==> src/rtl/pixel_stream_source.sv <==
// pixel_stream_source
//   Frame-level pixel stream transmitter for the feature-detection pipeline.
//   A start pulse in IDLE emits one frame of LINES lines. Each line is
//   ACTIVE_W valid pixels followed by BLANK_W blanking cycles. A one-cycle
//   done pulse follows the last line. Pixel values come from a pattern
//   selected by mode, which is latched at start.
//
// Ports
//   clock      in   rising-edge clock
//   reset      in   synchronous, active-high reset
//   start      in   begin a frame (sampled only in IDLE)
//   mode[1:0]  in   pattern: 0 const, 1 x ramp, 2 x+y ramp, 3 8x8 checker
//   const_val  in   pixel value for mode 0
//   pause      in   freezes the stream in ACTIVE/BLANK while high
//   dout[7:0]  out  pixel data (0 when not an active pixel)
//   valid      out  dout carries an active pixel
//   sol/eol    out  first/last pixel of a line
//   sof/eof    out  first/last pixel of the frame
//   busy       out  frame in progress
//   done       out  one-cycle pulse after the frame completes
module pixel_stream_source #(
  parameter int ACTIVE_W = 800,
  parameter int BLANK_W  = 100,
  parameter int LINES    = 10,
  parameter int XW       = 10,
  parameter int YW       = 10
) (
  input  logic       clock,
  input  logic       reset,
  input  logic       start,
  input  logic [1:0] mode,
  input  logic [7:0] const_val,
  input  logic       pause,
  output logic [7:0] dout,
  output logic       valid,
  output logic       sol,
  output logic       eol,
  output logic       sof,
  output logic       eof,
  output logic       busy,
  output logic       done
);

  localparam logic [1:0] S_IDLE   = 2'd0;
  localparam logic [1:0] S_ACTIVE = 2'd1;
  localparam logic [1:0] S_BLANK  = 2'd2;
  localparam logic [1:0] S_DONE   = 2'd3;

  localparam logic [XW-1:0] X_ALAST = XW'(ACTIVE_W - 1);
  // Guarded so a zero-length blanking interval does not build a negative constant.
  localparam logic [XW-1:0] X_BLAST = XW'((BLANK_W > 0) ? BLANK_W - 1 : 0);
  localparam logic [YW-1:0] Y_LAST  = YW'(LINES - 1);

  logic [1:0]    state, state_n;
  logic [XW-1:0] x, x_n;
  logic [YW-1:0] y, y_n;
  logic [1:0]    mode_q;
  logic [7:0]    cval_q;

  logic          at_sol, at_eol, first_line, last_line, line_end, emit;
  logic [7:0]    x8, y8, pix;

  assign at_sol     = (x == '0);
  assign at_eol     = (x == X_ALAST);
  assign first_line = (y == '0);
  assign last_line  = (y == Y_LAST);
  assign emit       = (state == S_ACTIVE) && !pause;

  // Patterns only ever look at the low 8 bits of the coordinates.
  assign x8 = 8'(x);
  assign y8 = 8'(y);

  always_comb begin
    pix = 8'h00;
    case (mode_q)
      2'd0:    pix = cval_q;
      2'd1:    pix = x8;
      2'd2:    pix = x8 + y8;
      default: pix = (x8[3] ^ y8[3]) ? 8'hFF : 8'h00;
    endcase
  end

  // Next-state / counter logic. In BLANK, x is reused as the blanking counter.
  // pause freezes x, y and state in ACTIVE and BLANK only.
  always_comb begin
    state_n  = state;
    x_n      = x;
    y_n      = y;
    line_end = 1'b0;
    case (state)
      S_IDLE: begin
        if (start) begin
          state_n = S_ACTIVE;
          x_n     = '0;
          y_n     = '0;
        end
      end
      S_ACTIVE: begin
        if (!pause) begin
          if (at_eol) begin
            if (BLANK_W > 0) begin
              state_n = S_BLANK;
              x_n     = '0;
            end else begin
              line_end = 1'b1;
            end
          end else begin
            x_n = x + 1'b1;
          end
        end
      end
      S_BLANK: begin
        if (!pause) begin
          if (x == X_BLAST) line_end = 1'b1;
          else              x_n      = x + 1'b1;
        end
      end
      default: state_n = S_IDLE;   // S_DONE lasts exactly one cycle
    endcase

    // Lines run back to back: no idle cycle between blanking and the next line.
    if (line_end) begin
      x_n = '0;
      if (last_line) begin
        state_n = S_DONE;
      end else begin
        y_n     = y + 1'b1;
        state_n = S_ACTIVE;
      end
    end
  end

  always_ff @(posedge clock) begin
    if (reset) begin
      state  <= S_IDLE;
      x      <= '0;
      y      <= '0;
      mode_q <= 2'd0;
      cval_q <= 8'h00;
      dout   <= 8'h00;
      valid  <= 1'b0;
      sol    <= 1'b0;
      eol    <= 1'b0;
      sof    <= 1'b0;
      eof    <= 1'b0;
      busy   <= 1'b0;
      done   <= 1'b0;
    end else begin
      state <= state_n;
      x     <= x_n;
      y     <= y_n;

      // Pixel outputs describe the coordinate being consumed this cycle.
      valid <= emit;
      dout  <= emit ? pix : 8'h00;
      sol   <= emit & at_sol;
      eol   <= emit & at_eol;
      sof   <= emit & at_sol & first_line;
      eof   <= emit & at_eol & last_line;

      done  <= (state == S_DONE);

      if (state == S_IDLE && start) begin
        mode_q <= mode;
        cval_q <= const_val;
        busy   <= 1'b1;
      end else if (state == S_DONE) begin
        busy   <= 1'b0;
      end
    end
  end

endmodule

==> config.mk <==
export PLATFORM = sky130hd
export DESIGN_NAME = pixel_stream_source
export DESIGN_NICKNAME = d
export VERILOG_FILES = /design/src/rtl/pixel_stream_source.sv
export SDC_FILE = /design/constraint.sdc
export NUM_CORES = 1
export LEC_CHECK = 0
export CORE_ASPECT_RATIO = 1.75
export CORE_UTILIZATION = 40
export DETAILED_ROUTE_END_ITERATION = 10
export SYNTH_ARGS = -nofsm -noshare
export SYNTH_HDL_FRONTEND = slang
export SYNTH_SLANG_ARGS = --single-unit
==> constraint.sdc <==
create_clock -name clock -period 2.42 [get_ports clock]
set_input_delay 0.484 -clock clock [delete_from_list [all_inputs] [get_ports clock]]
set_output_delay 0.484 -clock clock [all_outputs]
set_load 0.02 [all_outputs]
==> flow_summary.json <==
{
  "status": "complete, no violations",
  "whs_path_depth": 2,
  "rows": 39,
  "ir_drop_uv": 487,
  "drt_iter0_drc": 121,
  "io_buffers": 28,
  "seq_area_sq_um": 941,
  "syn_nets": 354,
  "vias_per_cell": 5.61,
  "antenna_left": 0,
  "worstSetupPathType": "reg2reg",
  "slowest_stage": "or4_4",
  "nFillCells": 629,
  "hpwl_mm": 5.41,
  "synth_area_sq_um": 2680,
  "cp-start-kind": "flop",
  "routabilityCongestion": 0.853,
  "antenna_found_initial": 0,
  "dp_cells": 436,
  "worstPathCellList": "or4_4 > nor4_4 > nand3_2 > or4_1 > o221ai_1",
  "cts_hold_buf": 0,
  "tightestPinTransition_ns": 0.700,
  "drive_above_1_share": 0.116,
  "rsz0062_at_grt": "yes",
  "instances_no_fill": 444,
  "critPathCaptureType": "flop",
  "initial_core_util": 0.413,
  "cts_sinks": 47,
  "route.detailed.drc": 0,
  "routed_wl_mm": 7.16,
  "min_to": "cval_q[1]",
  "layout_common_cells": "dfxtp_1 (47), nand2_1 (43), clkdlybuf4s50_1 (28)",
  "worstPathRequired_ns": 2.64,
  "layout_commonest_cell": "dfxtp_1",
  "slew_headroom": 0.533,
  "clockBufferDepth": 2,
  "grt_pass1_wl_mm": 11.5,
  "n_antenna_cell": 0,
  "powerDensity_nw_per_um2": 741,
  "finalCritPeriodShare": 0.953,
  "met3_usage": 0.0432,
  "path_max_fanout": 10,
  "numCtsBuffers": 5,
  "cp.arrival_ns": 2.52,
  "first_pass_iters": 4,
  "cts.clk_slew.worst_paths_ns": 0.07,
  "final_area_sq_um": 3320,
  "grt_pass1_vias": 2379,
  "synth_cell_type_count": 61,
  "avgRoutedWirePerCell_microns": 16.1,
  "die_w_microns": 63.9,
  "yosysSeqAreaShare": 0.351,
  "dieArea_sq_um": 7050,
  "vias": 2492,
  "min_period_ns": 2.31,
  "fmax_mhz": 434,
  "cts_tree": "done",
  "cts_htree_levels": 2,
  "maxCapViolCount": 0,
  "place_area_sq_um": 3130,
  "io_pins": 29,
  "root_buffer": "clkbuf_16",
  "ys.flop_type": "dfxtp_1",
  "grt_use_met1": 0.222,
  "grt.met2_usage": 0.403,
  "hp-start": "cval_q[1]",
  "synth-edff-count": 0,
  "synth_top_area_share": 0.351,
  "async_reset_ff_frac": 0,
  "finalClockSkew_ns": 0.00885,
  "max_stage_delay_ns": 0.55,
  "avgSynthCellArea_sq_um": 8.30,
  "grt.overflow.total": 0,
  "r2r-start": "x[2]",
  "synth_cells": 323,
  "p_leak_uw": 0.00131,
  "setup-violations-final": 0,
  "synthTopCellsByArea": "dfxtp_1 (35%), ha_1 (7.5%), nand2_1 (6.0%)",
  "rrSetupSlack_ns": 0.11,
  "clk_latency_ns": 0.30,
  "rr_worst_depth": 5,
  "hold_viol": 0,
  "grtUsageTotal": 0.217,
  "ys_warn_count": 0,
  "area_delta_synth_final_pct": 23.8,
  "post-cts-setup-buffers": 0,
  "synth_seq_cells": 47,
  "top_usage_layer": "met2",
  "reg2reg_to": "y[7]",
  "multiInputGateArea_sq_um": 1640,
  "slew_viol_final": 0,
  "grt_max_degree": 27,
  "cts_resized": 0,
  "final_nets": 392,
  "synth_top_area_cell": "dfxtp_1",
  "core_sq_um": 6490,
  "min_path_type": "reg2reg",
  "die_h_microns": 110
}
-- synthesized netlist by cell type (all sizes together), types with 3 or more instances --
library cell  instances
a211oi                8
a21o                  4
a21oi                27
a31oi                 4
and2                  4
and3                  4
buf                   5
clkbuf               10
dfxtp                47
ha                   16
inv                  13
mux2i                 3
nand2                43
nand2b                6
nand3                14
nand3b                3
nand4                 4
nor2                 23
nor2b                 4
nor3                  8
nor3b                 5
o211ai                3
o21ai                20
o221ai                4
or4                   4
-- cell families after synthesis --
kind of cell | after synthesis | synth area share
xor+xnor | 4 | 0.0131
compound gates | 88 | 0.221
fa+ha+maj | 17 | 0.0821
mux | 6 | 0.0294
buf+inv | 28 | 0.0443
flops | 47 | 0.351
simple gates | 133 | 0.259
-- worst max path at each step --
stage / endpoint / depth (start not counted) / from
after floorplan: x[4] / 7 / state[0]
after global placement: x[7] / 6 / start
after detailed placement: x[7] / 7 / state[1]
after CTS: x[7] / 7 / state[1]
after global routing: y[7] / 6 / x[0]
final: y[7] / 5 / x[2]
-- cell type report --
cell class / instances / area share
multi-input cells: 248 / 0.493
repair buffers: 46 / 0.125
flip-flops and latches: 47 / 0.284
clock buffers: 6 / 0.0419
well taps: 82 / 0.0309
clock inverters: 2 / 0.0106
inverters: 13 / 0.0147
-- state kept, by name (all words and copies together), names as in the netlist --
| register | count |
|---|---|
| busy | 1 |
| cval_q | 8 |
| done | 1 |
| dout | 8 |
| eof | 1 |
| eol | 1 |
| mode_q | 2 |
| sof | 1 |
| sol | 1 |
| state | 2 |
| valid | 1 |
| x | 10 |
| y | 10 |
-- stage by stage --
stage	setup WS (ns)	hold WS, ns	total power (uW)	util	TNS (ns)
2_1_floorplan	0.164	0.432	1400	-	0
3_5_place_dp	0.0474	0.451	1640	0.482	0
3_3_place_gp	0.110	0.442	1640	0.482	0
5_1_grt	-0.00594	0.477	2590	0.511	-0.00594
4_1_cts	0.0133	0.460	2460	0.509	0
6_report	0.114	0.456	2460	0.511	0
-- layer usage --
| layer | vias to the layer above | share of wire |
|---|---|---|
| li1 | 1253 | - |
| met3 | 13 | 0.032 |
| met1 | 1174 | 0.39 |
| met4 | 0 | 0.024 |
| met5 | - | 0 |
| met2 | 52 | 0.56 |
-- worst max-delay path: cells and delay by family (launching register included) --
kind	cells	cell delay, ns
and+or+nand+nor	4	1.83
DFF	1	0.31
AOI/OAI and AO/OA	1	0.08
-- power breakdown --
| group | leakage, uW | total (uW) | switching [uW] | internal [uW] |
|---|---|---|---|---|
| clock network | 0.0000868 | 818 | 304 | 514 |
| registers | 0.000381 | 909 | 72.5 | 837 |
| logic | 0.000843 | 731 | 415 | 316 |
| total | 0.00131 | 2460 | 791 | 1670 |
Note: power is estimated with default switching activity, not from simulation.
